$ cat src/rtl/rainbow_pwm_array_if.sv
// rainbow_pwm_array_if: control inputs and PWM/wheel outputs of the colour wheel.
// The bright port exists only when BRIGHTNESS_EN is defined.
interface rainbow_pwm_array_if #(
    parameter int CH    = 2,
    parameter int PW    = 8,
    parameter int DIV_W = 24
);
    logic [DIV_W-1:0] period;
    logic [CH-1:0]    en_tgl;
    logic [CH-1:0]    rev_tgl;
    logic             hold;
`ifdef BRIGHTNESS_EN
    logic [PW-1:0]    bright;
`endif
    logic [CH-1:0]    r;
    logic [CH-1:0]    g;
    logic [CH-1:0]    b;
    logic             step;
    logic [PW+1:0]    wheel;

    modport master (
        output period, en_tgl, rev_tgl, hold,
`ifdef BRIGHTNESS_EN
        output bright,
`endif
        input  r, g, b, step, wheel
    );

    modport slave (
        input  period, en_tgl, rev_tgl, hold,
`ifdef BRIGHTNESS_EN
        input  bright,
`endif
        output r, g, b, step, wheel
    );
endinterface

$ cat src/rtl/rainbow_pwm_array.sv
// rainbow_pwm_array: N-channel RGB colour wheel with a shared-counter PWM.
// Optional BRIGHTNESS_EN adds a global bright scale on the target duties.
module rainbow_pwm_array #(
    parameter int CH     = 2,
    parameter int PW     = 8,
    parameter int DIV_W  = 24,
    parameter int OFFSET = 0
) (
    input logic                clk,
    input logic                rst,
    rainbow_pwm_array_if.slave bus
);
    localparam int MAX = (1 << PW) - 1;
    localparam int TRI = 3 * MAX;
    localparam logic [PW-1:0] L_MAX   = PW'(MAX);
    localparam logic [PW-1:0] L_LAST  = PW'(MAX - 1);
    localparam logic [PW-1:0] L_Q1    = PW'(MAX);
    localparam logic [PW-1:0] L_Q2    = PW'(2 * MAX);
    localparam logic [PW+1:0] L_WLAST = (PW+2)'(TRI - 1);
    localparam logic [PW+2:0] L_M1    = (PW+3)'(MAX);
    localparam logic [PW+2:0] L_M2    = (PW+3)'(2 * MAX);
    localparam logic [PW+2:0] L_TRI   = (PW+3)'(TRI);

    logic [DIV_W-1:0]      r_pre;
    logic                  r_step;
    logic [PW+1:0]         r_wheel;
    logic [CH-1:0]         r_en;
    logic [CH-1:0]         r_rev;
    logic [PW-1:0]         r_pwm;
    logic [CH-1:0][PW-1:0] r_dr;
    logic [CH-1:0][PW-1:0] r_dg;
    logic [CH-1:0][PW-1:0] r_db;
    logic [CH-1:0]         r_r;
    logic [CH-1:0]         r_g;
    logic [CH-1:0]         r_b;

    logic                  w_tick;
    logic [CH-1:0][PW-1:0] w_tr;
    logic [CH-1:0][PW-1:0] w_tg;
    logic [CH-1:0][PW-1:0] w_tb;
    logic [3*PW-1:0]       w_c;

    function automatic logic [PW+2:0] f_pos(input logic [PW+1:0] w,
                                            input int i);
        logic [PW+2:0] p;
        p = {1'b0, w} + (PW+3)'((i * OFFSET) % TRI);
        if (p >= L_TRI)
            p = p - L_TRI;
        return p;
    endfunction

    // q fits in PW bits, so the low-bit subtraction is exact
    function automatic logic [3*PW-1:0] f_colour(input logic [PW+2:0] p,
                                                 input logic rv);
        logic [1:0]      seg;
        logic [PW-1:0]   q;
        logic [PW-1:0]   nq;
        logic [PW-1:0]   z;
        logic [3*PW-1:0] c;
        seg = 2'd0;
        q   = '0;
        z   = '0;
        c   = '0;
        unique case (1'b1)
            (p < L_M1): begin
                seg = 2'd0;
                q   = p[PW-1:0];
            end
            (p >= L_M1 && p < L_M2): begin
                seg = 2'd1;
                q   = p[PW-1:0] - L_Q1;
            end
            default: begin
                seg = 2'd2;
                q   = p[PW-1:0] - L_Q2;
            end
        endcase
        nq = L_MAX - q;
        unique case (seg)
            2'd0:    c = rv ? {nq, q, z} : {nq, z, q};
            2'd1:    c = rv ? {z, nq, q} : {z, q, nq};
            default: c = rv ? {q, z, nq} : {q, nq, z};
        endcase
        return c;
    endfunction

`ifdef BRIGHTNESS_EN
    function automatic logic [PW-1:0] f_scale(input logic [PW-1:0] c,
                                              input logic [PW-1:0] k);
        logic [2*PW-1:0] m;
        m = {{PW{1'b0}}, c} * {{PW{1'b0}}, k};
        return PW'(m >> PW);
    endfunction
`endif

    assign w_tick = (r_pre >= bus.period);

    always_comb begin
        w_tr = '0;
        w_tg = '0;
        w_tb = '0;
        w_c  = '0;
        for (int i = 0; i < CH; i++) begin
            w_c = r_en[i] ? f_colour(f_pos(r_wheel, i), r_rev[i]) : '0;
`ifdef BRIGHTNESS_EN
            w_tr[i] = f_scale(w_c[3*PW-1 -: PW], bus.bright);
            w_tg[i] = f_scale(w_c[2*PW-1 -: PW], bus.bright);
            w_tb[i] = f_scale(w_c[PW-1:0], bus.bright);
`else
            w_tr[i] = w_c[3*PW-1 -: PW];
            w_tg[i] = w_c[2*PW-1 -: PW];
            w_tb[i] = w_c[PW-1:0];
`endif
        end
    end

    always_ff @(posedge clk or negedge rst) begin
        if (!rst) begin
            r_pre   <= '0;
            r_step  <= 1'b0;
            r_wheel <= '0;
            r_en    <= '1;
            r_rev   <= '0;
            r_pwm   <= '0;
            r_dr    <= '0;
            r_dg    <= '0;
            r_db    <= '0;
            r_r     <= '0;
            r_g     <= '0;
            r_b     <= '0;
        end else begin
            r_pre  <= w_tick ? '0 : r_pre + 1'b1;
            r_step <= w_tick & ~bus.hold;
            if (r_step)
                r_wheel <= (r_wheel == L_WLAST) ? '0 : r_wheel + 1'b1;
            r_en  <= r_en ^ bus.en_tgl;
            r_rev <= r_rev ^ bus.rev_tgl;
            r_pwm <= (r_pwm == L_LAST) ? '0 : r_pwm + 1'b1;
            // duties change only at the frame boundary
            if (r_pwm == L_LAST) begin
                r_dr <= w_tr;
                r_dg <= w_tg;
                r_db <= w_tb;
            end
            for (int i = 0; i < CH; i++) begin
                r_r[i] <= (r_dr[i] > r_pwm);
                r_g[i] <= (r_dg[i] > r_pwm);
                r_b[i] <= (r_db[i] > r_pwm);
            end
        end
    end

    assign bus.r     = r_r;
    assign bus.g     = r_g;
    assign bus.b     = r_b;
    assign bus.step  = r_step;
    assign bus.wheel = r_wheel;
endmodule

$ cat src/flat_wrapper.sv
// flat-port wrapper written by rule: the top's interface ports become plain ports
module rainbow_pwm_array_flat 
#(
    parameter int CH     = 2,
    parameter int PW     = 8,
    parameter int DIV_W  = 24,
    parameter int OFFSET = 0
)
  (clk, rst, bus_period, bus_en_tgl, bus_rev_tgl, bus_hold, bus_r, bus_g, bus_b, bus_step, bus_wheel);
  rainbow_pwm_array_if #(.CH(CH), .PW(PW), .DIV_W(DIV_W)) bus_i ();
  input logic clk;
  input logic rst;
  input wire logic [$bits(bus_i.period)-1:0] bus_period;
  input wire logic [$bits(bus_i.en_tgl)-1:0] bus_en_tgl;
  input wire logic [$bits(bus_i.rev_tgl)-1:0] bus_rev_tgl;
  input wire logic [$bits(bus_i.hold)-1:0] bus_hold;
  output wire logic [$bits(bus_i.r)-1:0] bus_r;
  output wire logic [$bits(bus_i.g)-1:0] bus_g;
  output wire logic [$bits(bus_i.b)-1:0] bus_b;
  output wire logic [$bits(bus_i.step)-1:0] bus_step;
  output wire logic [$bits(bus_i.wheel)-1:0] bus_wheel;
  assign bus_i.period = bus_period;
  assign bus_i.en_tgl = bus_en_tgl;
  assign bus_i.rev_tgl = bus_rev_tgl;
  assign bus_i.hold = bus_hold;
  assign bus_r = bus_i.r;
  assign bus_g = bus_i.g;
  assign bus_b = bus_i.b;
  assign bus_step = bus_i.step;
  assign bus_wheel = bus_i.wheel;
  rainbow_pwm_array #(.CH(CH), .PW(PW), .DIV_W(DIV_W), .OFFSET(OFFSET)) u_core (.clk(clk), .rst(rst), .bus(bus_i));
endmodule
$ cat config.mk
export PLATFORM = sky130hd
export DESIGN_NAME = rainbow_pwm_array_flat
export DESIGN_NICKNAME = d
export VERILOG_FILES = /design/src/rtl/rainbow_pwm_array_if.sv /design/src/rtl/rainbow_pwm_array.sv /design/src/flat_wrapper.sv
export SDC_FILE = /design/constraint.sdc
export NUM_CORES = 1
export LEC_CHECK = 0
export BUFFER_PORTS_ARGS = -buffer_cell sky130_fd_sc_hd__buf_2
export CORE_ASPECT_RATIO = 1.75
export CORE_UTILIZATION = 50
export DETAILED_ROUTE_END_ITERATION = 8
export GPL_ROUTABILITY_DRIVEN = 0
export MAX_ROUTING_LAYER = met4
export PLACE_DENSITY_LB_ADDON = 0.2
export SLEW_MARGIN = 30
export SYNTH_ARGS = -nofsm -noshare
export SYNTH_HDL_FRONTEND = slang
export SYNTH_SLANG_ARGS = --single-unit
export TNS_END_PERCENT = 10
$ cat constraint.sdc
create_clock -name clk -period 3.8 [get_ports clk]
set_input_delay 0.57 -clock clk [delete_from_list [all_inputs] [get_ports clk]]
set_output_delay 0.57 -clock clk [all_outputs]
set_load 0.03 [all_outputs]
==> impl_metrics.ini <==
[layout]
drive_gt1_share_pct = 17.6
fin_nets = 1132
antenna_cells = 0
layout.cells.non_filler = 1150
final_util_pct = 58.5
area_growth_pct = 14.4

[timing]
min_period_over_period_pct = 97.3
relSlewSlack_pct = 56.0
final-hold-violation-count = 0
fin_worst_skew_ns = 0.0116
fin_crit_ns = 3.70
timing.fmax_ghz = 0.270
finalMaxSlewViolations = 0
holdWs_ns = 0.279
grt_setup_unrepaired = yes
finalSetupViolCount = 0
tightest_slew_ns = 0.659

[placed_design]
placed_cells = 1131
dpl.hpwl_mm = 15.7
numPortBuffers = 47

[worst_setup_path]
r2r-end = u_core.r_dg[13]
r2r-start = u_core.bus.wheel[1]
crit_arrival_ns = 3.95
crit_required_ns = 4.05
critPathKind = register to register
r2r_cells = 17
cp-start-kind = register
cp-end-kind = register
rrSetupSlack_ns = 0.10
critPathMaxFanout = 5

[grt]
grt_overflow = 0
grt_antenna_before_repair = 0
grt_start_max_net_pins = 102
grt.total_usage_pct = 26.6
grt_pass1_vias = 6977
grt_first_pass_wirelength_mm = 33.9

[drt]
vias_per_cell = 5.90
routed_wl_mm = 20.8
dr_total_vias = 6784
drt-pass1-iter-count = 4
ant_nets = 0
wire_per_inst_um = 18.1
drt-initial-drc-count = 275
drc_errors = 0

[clocking]
clkSlewWorstSetupHoldPaths_ns = 0.07
clockRootBuffer = clkbuf_16
insertion_delay_ns = 0.36
cts_sinks = 101
cts-hold-fix-buffers = 0
cts_buffers = 9
cts_max_path_buffers = 2
cts_tree = built
h-tree-depth = 3

[floorplan]
fp.coreArea_mm2 = 0.0160
ioPinCount = 48
fp-row-count = 61
initial_core_util_pct = 51.2
die_w_um = 98.6
die-area_mm2 = 0.0169
die_y_um = 171

[logic_synthesis]
synth.distinct_cells = 80
synthesis.area_mm2 = 0.00816
postSynthAreaPerCell_um2 = 9.18
synth_edf_count = 0
yosys.area.top_type = dfrtp_1
synth_top_cells_by_area = dfrtp_1 30%, ha_1 22%, nor2_1 3.7%
syn_inst = 889
yosys_warnings = 0
synth_ff_type = dfrtp_1
synth_most_common_cell = ha_1
synth_nets = 1064
synth_common_cells = 144 x ha_1, 99 x dfrtp_1, 80 x nor2_1
synth_seq_cells = 101
async_reset_ff_share_pct = 100
synth_top_cell_area_share_pct = 30.4
ys_seq_area_share_pct = 31.0

[status]
status = completed

[power_and_ir_drop]
power.density_mw_per_mm2 = 396
p_leak_uw = 0.00456
ir_drop_mv = 0.314
finalPower_uw = 3690

[min_path]
hold_path_class = primary input to async pin

[run]
cap_violations = 0
cells in the final DEF (no fill, tap or decap), types with 5 or more instances in the layout:
cell and instances:
xnor2_1 22, o22ai_1 5, xnor2_2 5, nor2_1 80
and2_1 11, o21ai_2 6, inv_1 49, nand2b_1 11
a211oi_1 7, o31ai_1 16, a21oi_1 53, nand3_1 29
o21ai_1 20, xor2_1 22, nand4_1 20, a21o_1 13
nor3_1 7, o21a_1 11, clkbuf_16 9, a22o_1 8
dfrtp_1 97, buf_2 46, and3_1 20, o21ai_0 34
buf_4 48, nand2_1 55, ha_1 142, o221ai_1 17
nor2b_1 8
through the flow:
stage	TNS, ns	worst slack (ns)	cell area (µm²)
global route	-0.288	-0.0847	9340
global placement	0	0.133	8900
detailed placement	0	0.0743	8900
floorplan	-1.82	-0.183	8280
finish	0	0.101	9340
CTS	0	0.0354	9200
worst max-delay path by stage:
stage / end / slack [ns] / start / cells past startpoint
4_1_cts: u_core.r_dg[13] / 0.04 / u_core.bus.wheel[1] / 17
5_1_grt: u_core.r_dg[13] / -0.08 / u_core.bus.wheel[1] / 17
6_report: u_core.r_dg[13] / 0.10 / u_core.bus.wheel[1] / 17
3_5_place_dp: u_core.r_dg[14] / 0.07 / u_core.bus.wheel[0] / 16
3_3_place_gp: u_core.r_dg[14] / 0.13 / u_core.bus.wheel[0] / 16
2_1_floorplan: u_core.r_dg[15] / -0.18 / u_core.bus.wheel[1] / 20
area by class of cell:
type                    instances  area (µm²)
flip-flops and latches        101        2530
clock buffers                  10         239
fillers                      1452        6610
multi-input cells             695        5430
well taps                     189         236
repair buffers                 97         633
inverters                      53         204
clock inverters                 5        60.1
cell families (layout without fill, tap and decap cells):
kind of cell	count (synthesis)	after routing	share of synthesized area (%)
AO/OA/AOI/OAI	228	228	19.5
adder cells (fa/ha/maj)	144	144	22.1
flip-flops	101	101	31.0
XOR/XNOR	52	52	5.58
AND/OR/NAND/NOR	267	267	16.4
multiplexers	4	4	0.491
buffers and inverters	93	165	4.92
state kept, by name, summed over array words and instances, names as in the netlist:
signal / cells
u_core.bus.r: 2
u_core.bus.step: 1
u_core.r_rev: 2
u_core.r_pwm: 8
u_core.r_dg: 16
u_core.r_pre: 24
u_core.r_en: 2
u_core.bus.b: 2
u_core.bus.wheel: 10
u_core.r_dr: 16
u_core.bus.g: 2
u_core.r_db: 16
what timing repair did:
action / 4_1_cts / 5_1_grt
resized for setup: 0 / 15
buffers inserted: 0 / 3
endpoints found under the setup margin: 0 / 17
power breakdown:
part | switching [µW] | total [µW] | internal (µW)
Clock | 420 | 948 | 528
Sequential | 193 | 1410 | 1220
Combinational | 804 | 1330 | 529
critical path, stage by stage (launching register included):
cell and delay, ns:
dfrtp_2 0.41, inv_6 0.06, ha_4 0.15, o311a_4 0.37
o211a_4 0.29, mux2i_4 0.18, inv_2 0.07, ha_4 0.17
and3_1 0.15, a32oi_2 0.18, or2_1 0.16, a21oi_2 0.08
o21ai_2 0.26, o21ai_2 0.14, xnor2_2 0.24, ha_1 0.29
and3_1 0.16, o31ai_1 0.24
per-layer routing:
layer	global-route usage [%]	vias up	wire, µm
li1	-	3310	-
met1	27.1	3232	8090
met2	48.2	168	10900
met3	2.61	74	562
met4	17.5	0	1260
met5	-	-	0
Power figures use the tool's default switching activity.
